## src/rtl/rv32i_pkg.sv

```systemverilog
// Shared types and constants for the RV32I instruction-memory loader.
// Holds the loader state encoding, failure codes and stream header size.
package rv32i_pkg;

  typedef enum logic [2:0] {
    S_IDLE,
    S_HDR0,
    S_HDR1,
    S_DATA,
    S_CSUM,
    S_VERIFY,
    S_DONE,
    S_ERROR
  } ld_state_t;

  localparam logic [1:0] ERR_TIMEOUT = 2'd0;
  localparam logic [1:0] ERR_LEN     = 2'd1;
  localparam logic [1:0] ERR_CSUM    = 2'd2;
  localparam logic [1:0] ERR_RDBK    = 2'd3;

  localparam int HDR_BYTES = 2;

  // Mod-256 sum of the four bytes of a word.
  function automatic logic [7:0] byte_sum(input logic [31:0] w);
    return w[7:0] + w[15:8] + w[23:16] + w[31:24];
  endfunction

endpackage

```

## src/rtl/rv32i_byte_packer.sv

```systemverilog
// Little-endian byte-to-word packer for the loader stream.
// o_valid pulses combinationally with the 4th byte of each word.
module rv32i_byte_packer (
  input  logic        clk,
  input  logic        reset,
  input  logic        i_clear,
  input  logic [7:0]  i_byte,
  input  logic        i_valid,
  output logic [31:0] o_word,
  output logic        o_valid
);

  logic [1:0]  r_idx;
  logic [23:0] r_acc;

  assign o_valid = i_valid && (r_idx == 2'd3);
  assign o_word  = {i_byte, r_acc};

  // Collect the low three bytes; the 4th is passed straight through.
  always_ff @(posedge clk) begin
    if (reset || i_clear) begin
      r_idx <= 2'd0;
      r_acc <= 24'd0;
    end else if (i_valid) begin
      unique case (r_idx)
        2'd0: r_acc[7:0]   <= i_byte;
        2'd1: r_acc[15:8]  <= i_byte;
        2'd2: r_acc[23:16] <= i_byte;
        2'd3: r_acc        <= r_acc;
      endcase
      r_idx <= r_idx + 2'd1;
    end
  end

endmodule

```

## src/rtl/rv32i_imem_loader.sv

```systemverilog
// Streams an image into instruction memory port B, then reads it back.
// Holds the core in reset until a load has been checksummed both ways.
module rv32i_imem_loader
  import rv32i_pkg::*;
#(
  parameter int AWIDTH  = 12,
  parameter int TIMEOUT = 1000000
) (
  input  logic              clk,
  input  logic              reset,
  input  logic              start,
  input  logic [7:0]        rx_data,
  input  logic              rx_valid,
  output logic              rx_ready,
  output logic [AWIDTH-1:0] mem_addr_b,
  output logic [31:0]       mem_data_b,
  output logic              mem_we_b,
  input  logic [31:0]       mem_q_b,
  output logic              cpu_hold,
  output logic              busy,
  output logic              done,
  output logic              error,
  output logic [1:0]        err_code
);

  ld_state_t         r_state;
  logic [15:0]       r_n;
  logic [16:0]       r_widx;
  logic [16:0]       r_vcnt;
  logic [7:0]        r_ssum;
  logic [7:0]        r_csum;
  logic [7:0]        r_rsum;
  logic [31:0]       r_idle;
  logic [AWIDTH-1:0] r_addr;
  logic [31:0]       r_data;
  logic              r_we;
  logic              r_hold;
  logic              r_busy;
  logic              r_done;
  logic              r_error;
  logic [1:0]        r_code;

  logic        w_rx_state;
  logic        w_accept;
  logic        w_pk_valid;
  logic [31:0] w_pk_word;
  logic [15:0] w_n_new;
  logic        w_len_bad;
  logic        w_last_word;
  logic [16:0] w_vnext;
  logic [7:0]  w_vsum;
  logic        w_vend;
  logic        w_idle_to;

  assign w_rx_state = (r_state == S_HDR0) || (r_state == S_HDR1) ||
                      (r_state == S_DATA) || (r_state == S_CSUM);
  assign rx_ready    = w_rx_state;
  assign w_accept    = rx_valid && w_rx_state;
  assign w_n_new     = {rx_data, r_n[7:0]};
  assign w_len_bad   = (w_n_new == 16'd0) ||
                       (32'(w_n_new) > (32'd1 << AWIDTH));
  assign w_last_word = (r_widx + 17'd1) == {1'b0, r_n};
  assign w_vnext     = r_vcnt + 17'd1;
  assign w_vsum      = r_rsum + byte_sum(mem_q_b);
  assign w_vend      = r_vcnt == {1'b0, r_n};
  assign w_idle_to   = r_idle == 32'(TIMEOUT - 1);

  rv32i_byte_packer u_packer (
    .clk     (clk),
    .reset   (reset),
    .i_clear (r_state != S_DATA),
    .i_byte  (rx_data),
    .i_valid (w_accept && (r_state == S_DATA)),
    .o_word  (w_pk_word),
    .o_valid (w_pk_valid)
  );

  assign mem_addr_b = r_addr;
  assign mem_data_b = r_data;
  assign mem_we_b   = r_we;
  assign cpu_hold   = r_hold;
  assign busy       = r_busy;
  assign done       = r_done;
  assign error      = r_error;
  assign err_code   = r_code;

  // Loader FSM: header, data writes, checksum, readback verify.
  always_ff @(posedge clk) begin
    if (reset) begin
      r_state <= S_IDLE;
      r_n     <= 16'd0;
      r_widx  <= 17'd0;
      r_vcnt  <= 17'd0;
      r_ssum  <= 8'd0;
      r_csum  <= 8'd0;
      r_rsum  <= 8'd0;
      r_idle  <= 32'd0;
      r_addr  <= '0;
      r_data  <= 32'd0;
      r_we    <= 1'b0;
      r_hold  <= 1'b0;
      r_busy  <= 1'b0;
      r_done  <= 1'b0;
      r_error <= 1'b0;
      r_code  <= 2'd0;
    end else begin
      r_we <= 1'b0;
      if (w_pk_valid) begin
        r_we   <= 1'b1;
        r_addr <= r_widx[AWIDTH-1:0];
        r_data <= w_pk_word;
        r_widx <= r_widx + 17'd1;
      end
      if (w_rx_state) begin
        r_idle <= w_accept ? 32'd0 : r_idle + 32'd1;
      end
      unique case (r_state)
        S_IDLE: begin
          if (start) begin
            r_state <= S_HDR0;
            r_done  <= 1'b0;
            r_error <= 1'b0;
            r_code  <= 2'd0;
            r_hold  <= 1'b1;
            r_busy  <= 1'b1;
            r_idle  <= 32'd0;
            r_ssum  <= 8'd0;
            r_widx  <= 17'd0;
          end
        end
        S_HDR0: begin
          if (w_accept) begin
            r_n[7:0] <= rx_data;
            r_state  <= S_HDR1;
          end else if (w_idle_to) begin
            r_state <= S_ERROR;
            r_code  <= ERR_TIMEOUT;
          end
        end
        S_HDR1: begin
          if (w_accept) begin
            r_n[15:8] <= rx_data;
            if (w_len_bad) begin
              r_state <= S_ERROR;
              r_code  <= ERR_LEN;
            end else begin
              r_state <= S_DATA;
            end
          end else if (w_idle_to) begin
            r_state <= S_ERROR;
            r_code  <= ERR_TIMEOUT;
          end
        end
        S_DATA: begin
          if (w_accept) begin
            r_ssum <= r_ssum + rx_data;
            if (w_pk_valid && w_last_word) begin
              r_state <= S_CSUM;
            end
          end else if (w_idle_to) begin
            r_state <= S_ERROR;
            r_code  <= ERR_TIMEOUT;
          end
        end
        S_CSUM: begin
          if (w_accept) begin
            r_csum  <= rx_data;
            r_state <= S_VERIFY;
            r_addr  <= '0;
            r_vcnt  <= 17'd0;
            r_rsum  <= 8'd0;
          end else if (w_idle_to) begin
            r_state <= S_ERROR;
            r_code  <= ERR_TIMEOUT;
          end
        end
        S_VERIFY: begin
          r_vcnt <= w_vnext;
          if (r_vcnt != 17'd0) begin
            r_rsum <= w_vsum;
          end
          if (w_vnext < {1'b0, r_n}) begin
            r_addr <= w_vnext[AWIDTH-1:0];
          end
          if (w_vend) begin
            if (r_ssum != r_csum) begin
              r_state <= S_ERROR;
              r_code  <= ERR_CSUM;
            end else if (w_vsum != r_csum) begin
              r_state <= S_ERROR;
              r_code  <= ERR_RDBK;
            end else begin
              r_state <= S_DONE;
            end
          end
        end
        S_DONE: begin
          r_done  <= 1'b1;
          r_hold  <= 1'b0;
          r_busy  <= 1'b0;
          r_state <= S_IDLE;
        end
        S_ERROR: begin
          r_error <= 1'b1;
          r_busy  <= 1'b0;
          r_state <= S_IDLE;
        end
      endcase
    end
  end

endmodule

```

## config.mk

```make
export PLATFORM = sky130hd
export DESIGN_NAME = rv32i_imem_loader
export DESIGN_NICKNAME = d
export VERILOG_FILES = /design/src/rtl/rv32i_pkg.sv /design/src/rtl/rv32i_byte_packer.sv /design/src/rtl/rv32i_imem_loader.sv
export SDC_FILE = /design/constraint.sdc
export NUM_CORES = 1
export LEC_CHECK = 0
export ABC_CLOCK_PERIOD_IN_PS = 7700
export CORE_MARGIN = 5
export CORE_UTILIZATION = 30
export CTS_BUF_LIST = sky130_fd_sc_hd__clkbuf_16
export CTS_CLUSTER_SIZE = 10
export DETAILED_ROUTE_END_ITERATION = 6
export SLEW_MARGIN = 0
export SYNTH_ARGS = -nofsm -noshare
export SYNTH_HDL_FRONTEND = slang
export SYNTH_HIERARCHICAL = 1
export SYNTH_SLANG_ARGS = --single-unit
```

## constraint.sdc

```tcl
create_clock -name clk -period 7.7 [get_ports clk]
set_input_delay 1.925 -clock clk [delete_from_list [all_inputs] [get_ports clk]]
set_output_delay 1.925 -clock clk [all_outputs]
set_load 0.03 [all_outputs]
```

## Word-level counts from Yosys, hierarchy flattened

Index checks and enable logic that the tools add are counted.

| storage, ports and cells | value |
|---|---|
| input bits | 44 |
| register bits | 186 |

| operators by class | value |
|---|---|
| mux-type cells | 47 |
| order comparisons | 2 |
| eq/ne operators | 25 |
| reduce and logical (&&, ||, !) cells | 35 |
| add/subtract/negate cells | 9 |

Operators by type and width:

| operator | number |
|---|---|
| $mux 32 | 4 |
| $mux 17 | 4 |
| $add 8x8->8 | 5 |
| $mux 12 | 3 |
| $add 17x1->17 const B | 2 |
| $eq 17x16->1 | 2 |
| $pmux 17 s2 | 1 |
| $add 32x1->32 const B | 1 |
| $eq 32x20->1 const B | 1 |
| $mux 8 | 4 |
| $pmux 8 s2 | 2 |
| $mux 3 | 9 |
| $pmux 12 s2 | 1 |
| $pmux 3 s7 | 1 |
| $reduce_and 2->1 | 10 |
| $lt 17x16->1 | 1 |
| $reduce_bool 17->1 | 1 |
| $gt 16x13->1 const B | 1 |
| $logic_not 16->1 | 1 |
| $mux 2 | 8 |
| $ne 8x8->1 | 2 |
| $eq 3x3->1 const B | 4 |
| $ne 2x2->1 const B | 6 |
| $reduce_bool 2->1 | 5 |
| 19 further kinds | 39 |

## Longest topological paths before layout

| depth | value |
|---|---|
| depth in word-level cells | 11 |
| gate-level depth with buffers | 17 |
| depth with buffers taken out | 15 |

## By module

Netlist, hierarchy kept.

Modules (own cells, without submodules):

| module | cells each | instances | area an instance (um^2) | seq. area each (um^2) |
|---|---|---|---|---|
| rv32i_imem_loader | 1098 | 1 | 9237.6 | 3203.1 |
| rv32i_byte_packer | 133 | 1 | 1390.1 | 520.5 |

## Worst setup path after synthesis

No wires, ideal clock.

| timing path | value |
|---|---|
| path kind | input-to-reg |
| from | input mem_q_b[1] |
| to | register r_state[0] |
| slack | 1655 ps |
| setup time | 125 ps |
| arrival | 5920 ps |
| cell stages on the path | 12 |
| cells stage by stage | fa_1 fa_1 fa_1 ha_1 fa_1 xnor2_1 nand3_1 or4_1 or3_1 or4_2 o21ai_1 o21ai_0 |

| on the way | value |
|---|---|
| longest elaborated chain between the ends | 9 |

RTL lines:

| item | RTL line | source |
|---|---|---|
| start, declared | rv32i_imem_loader.sv:18 | `input logic [31:0] mem_q_b,` |
| $add 8x8->8 (3 in a row) | rv32i_pkg.sv:25 | `return w[7:0] + w[15:8] + w[23:16] + w[31:24];` |
| $add 8x8->8 | rv32i_imem_loader.sv:64 | `assign w_vsum = r_rsum + byte_sum(mem_q_b);` |
| $ne 8x8->1 | rv32i_imem_loader.sv:189 | `end else if (w_vsum != r_csum) begin` |
| $mux 1 | rv32i_imem_loader.sv:189 |  |
| $mux 1 | rv32i_imem_loader.sv:186 | `if (r_ssum != r_csum) begin` |
| $mux 3 | rv32i_imem_loader.sv:185 | `if (w_vend) begin` |
| $pmux 3 s7 | rv32i_imem_loader.sv:117 | `unique case (r_state)` |
| end signal, assigned | rv32i_imem_loader.sv:120 | `r_state <= S_HDR0;` |
| end signal, assigned | rv32i_imem_loader.sv:187 | `r_state <= S_ERROR;` |
| end signal, assigned | rv32i_imem_loader.sv:190 | `r_state <= S_ERROR;` |
| end, declared | rv32i_imem_loader.sv:26 | `ld_state_t r_state;` |

No other way between the ends. The select of a mux whose other input is x is not followed.
A chain may end at the register's enable or synchronous reset.

## Worst setup path after layout

Ends and elaborated chain as after synthesis.

==> results.md <==
- Top cell type's share of synthesized area: 35.0%
- Clock root buffer: sky130_fd_sc_hd__clkbuf_16
- Number of cells on the worst hold path: 2
- Starting utilization of the core area: 30.1%
- Critical path capture point type: flip-flop
- Number of antenna-violating nets in the routed design: 0
- Largest net degree at the start of global routing: 77
- Highest net fanout along the worst path: 2
- Num rows: 69
- Sinks on Clock Net: 186
- Dominant cells by area after synthesis: sky130_fd_sc_hd__dfxtp_1, sky130_fd_sc_hd__xnor2_1, sky130_fd_sc_hd__nor2_1
- Congestion Overflow GR: 0
- Wire length per cell: 15.5 um
- Arr. time, crit path: 6.55 ns
- CTS Buf Count: 17
- Nature of the critical path startpoint: input pin
- Resize count post-CTS: 0
- All-Layer GR Usage: 13.7%
- DRC violation count after routing: 0
- Routability-driven placement congestion ratio: 0.854
- Setup violation total in the final timing report: 0
- RSZ-0062 raised after global routing: no
- Share of the cycle needed by the critical path after routing: 81.1%
- Number of port buffers: 95
- Reg-to-reg slack, setup: 3.16 ns
- Htree depth: 4
- Clock slew at the register clock pins of the worst setup and hold paths: 0.08 ns
- Final Critical Period: 6.24 ns
- Net count reported at finish: 1368
- Number of antenna violations at the first check in global routing: 1
- Max-Cap Viols: 0
- Count of final max-slew check failures: 0
- Hold path startpoint: u_packer/r_acc[12]$_SDFFE_PP0P_
- Synthesized Nets: 1335
- Setup TNS: 0 ns
- Die X: 198 um
- Largest area contributor in the netlist: sky130_fd_sc_hd__dfxtp_1
- Flops & latches, synth: 186
- Final routed wirelength across all metal layers: 27000 um
- Overall die area: 39300 um2
- Count of TritonRoute iterations in the first routing pass: 6
- Number of synthesized flops with an enable pin: 0
- Postcts setup bufs: 0
- Vias after detailed routing: 8666
- Reg2Reg Capture Point: mem_addr_b[6]$_SDFF_PP0_
- Hold Buf Count CTS: 0
- Number of hold-slack violations in the final timing report: 0
- Number of antenna diodes: 0
- Die extent in y: 198 um
- Data required, critical path: 8.01 ns
- Cell depth of the worst flop-to-flop path: 15
- WS Path Type: input pin to flip-flop
- Startpoint of the lowest-slack register-to-register path: r_vcnt[0]$_SDFFE_PP0P_
- Fraction of layout instances using a drive strength above 1: 7.28%
- Boundary pin count: 96
- Hold Path End: mem_data_b[12]$_SDFFE_PP0P_
- Fraction of registers with async set or reset after synthesis: 0%
- Post-synthesis instance area: 10600 um2
- Result of the run: finished clean
- Post-layout util: 35.0%
- CTS tree: done
- Worst rel slew slack: 29.5%
- Power per cell area: 192 nW/um2
- Maximum operating frequency: 160 MHz
- Sequential fraction of the synthesis area: 35.0%
- Sum of net half-perimeters after detailed placement: 19100 um
- Wire length of the first global-routing pass: 44100 um
- Worst-case hold slack: 0.491 ns
- Setup crit start: mem_q_b[1]
- Leak Pwr: 4.15 nW
- Synthesized instance count: 1231
- VDD IR max: 0.149 mV
- Most used flip-flop cell after synthesis: sky130_fd_sc_hd__dfxtp_1
- Source-to-sink clock delay at the later pin of the worst-skew pair: 0.44 ns
- Post-layout power: 2.37 mW
- Mean instance size in the synthesized netlist: 8.63 um2
- Yosys cell types: 69
- Layout Area Growth over Synthesis: 16.1%
- Number of global-route vias before repair: 8238
- Std-Cell Core Area: 35300 um2
- Clock Tree Buf Depth: 2
- Warnings, synthesis: 6
- Worst-margin pin slew: 1.06 ns
- Path category of the worst min-delay check: flip-flop to flip-flop
- Via density per instance: 4.99
- Detailed Route Iter0 Violations: 542
- Clock tree skew after final layout: 0.0121 ns
## power by group
part	internal, mW	total (mW)	switching [mW]
registers	0.978	1.01	0.0339
clock network	0.468	0.906	0.438
logic	0.192	0.447	0.255
total	1.64	2.37	0.727
## cell usage after synthesis (12+ instances only)
library cell	instances
sky130_fd_sc_hd__dfxtp_1	186
sky130_fd_sc_hd__nor2_1	159
sky130_fd_sc_hd__nand2_1	98
sky130_fd_sc_hd__xnor2_1	89
sky130_fd_sc_hd__a21oi_1	66
sky130_fd_sc_hd__nand3_1	61
sky130_fd_sc_hd__inv_1	58
sky130_fd_sc_hd__clkbuf_1	49
sky130_fd_sc_hd__mux2i_1	47
sky130_fd_sc_hd__ha_1	39
sky130_fd_sc_hd__xor2_1	39
sky130_fd_sc_hd__o21ai_0	28
sky130_fd_sc_hd__nand4_1	26
sky130_fd_sc_hd__a21bo_2	24
sky130_fd_sc_hd__a22oi_1	23
sky130_fd_sc_hd__fa_1	21
sky130_fd_sc_hd__nor3_1	19
sky130_fd_sc_hd__a21oi_2	18
sky130_fd_sc_hd__nor4_1	16
sky130_fd_sc_hd__buf_6	12
## placed cells by master, fill, tap and decap left out, types with 7 or more instances in the layout
master,instances
sky130_fd_sc_hd__a211oi_1,7
sky130_fd_sc_hd__a21bo_2,24
sky130_fd_sc_hd__a21oi_1,66
sky130_fd_sc_hd__a21oi_2,18
sky130_fd_sc_hd__a22oi_1,23
sky130_fd_sc_hd__a31oi_1,7
sky130_fd_sc_hd__and3_1,9
sky130_fd_sc_hd__buf_4,7
sky130_fd_sc_hd__clkbuf_16,17
sky130_fd_sc_hd__clkdlybuf4s50_1,94
sky130_fd_sc_hd__dfxtp_1,186
sky130_fd_sc_hd__fa_1,21
sky130_fd_sc_hd__ha_1,39
sky130_fd_sc_hd__inv_1,59
sky130_fd_sc_hd__mux2i_1,47
sky130_fd_sc_hd__nand2_1,98
sky130_fd_sc_hd__nand2b_1,7
sky130_fd_sc_hd__nand3_1,61
sky130_fd_sc_hd__nand4_1,26
sky130_fd_sc_hd__nor2_1,158
sky130_fd_sc_hd__nor3_1,19
sky130_fd_sc_hd__nor4_1,16
sky130_fd_sc_hd__o21ai_0,28
sky130_fd_sc_hd__o32ai_1,11
sky130_fd_sc_hd__or3_1,7
sky130_fd_sc_hd__xnor2_1,89
sky130_fd_sc_hd__xor2_1,39
## registers in the layout, summed over array words and instances, names as in the netlist, 2 cells and up
register and count:
u_packer/r_acc 24, u_packer/r_idx 2, mem_data_b 32, err_code 2, r_vcnt 17, r_csum 8, mem_addr_b 12, r_rsum 8
r_ssum 8, r_widx 17, r_n 16, r_idle 32, r_state 3
## how the worst max path moves through the flow
stage / to / slack, ns / depth (start not counted)
finish: r_state[0]$_SDFFE_PP0P_ / 1.46 / 13
global route: r_state[0]$_SDFFE_PP0P_ / 1.24 / 13
CTS: r_state[0]$_SDFFE_PP0P_ / 1.43 / 13
detailed placement: r_state[0]$_SDFFE_PP0P_ / 0.98 / 13
global placement: r_state[0]$_SDFFE_PP0P_ / 1.0 / 13
floorplan: r_state[0]$_SDFFE_PP0P_ / 1.66 / 12
## worst max-delay path: stages
cell,delay (ns)
sky130_fd_sc_hd__clkdlybuf4s50_1,0.43
sky130_fd_sc_hd__fa_1,0.57
sky130_fd_sc_hd__fa_1,0.45
sky130_fd_sc_hd__fa_1,0.47
sky130_fd_sc_hd__ha_1,0.25
sky130_fd_sc_hd__fa_1,0.52
sky130_fd_sc_hd__xnor2_1,0.12
sky130_fd_sc_hd__nand3_1,0.08
sky130_fd_sc_hd__or4_1,0.47
sky130_fd_sc_hd__or3_1,0.38
sky130_fd_sc_hd__or4_2,0.66
sky130_fd_sc_hd__o21ai_1,0.14
sky130_fd_sc_hd__o21ai_0,0.09
## area by class of cell
cell class                      count  area, um2
Multi-Input combinational cell    900       6220
Clock inverter                     15        184
Inverter                           58        218
Fill cell                        3626      23000
Sequential cell                   186       3720
Clock buffer                       17        425
Timing Repair Buffer              101        993
Tap cell                          461        577
## metal layers
layer / GRT usage, % / routed length (um) / vias up
met5: 0 / 11 / -
met4: 3.44 / 321 / 2
met3: 2.59 / 1320 / 21
met2: 21.5 / 12300 / 188
met1: 19.5 / 13000 / 4147
li1: - / - / 4308
## kinds of logic (layout without fill, tap and decap cells)
kind of cell,after synthesis,after routing,share of synthesized area (%)
fa+ha+maj,60,60,8.55
xor+xnor,132,132,11.3
simple gates,435,435,19.3
compound gates,226,226,14.8
mux,47,47,4.43
buf+inv,145,191,6.56
flops,186,186,35.0
## through the flow
| step | cell area [um2] | std cells | setup slack, ns |
|---|---|---|---|
| 6_report | 12300 | 1738 | 1.46 |
| 5_1_grt | 12300 | 1738 | 1.24 |
| 4_1_cts | 12300 | 1738 | 1.43 |
| 3_5_place_dp | 11700 | 1706 | 0.982 |
| 3_3_place_gp | 11700 | 1706 | 0.998 |
| 2_1_floorplan | 10600 | 1231 | 1.66 |
Note: power is estimated with default switching activity, not from simulation.
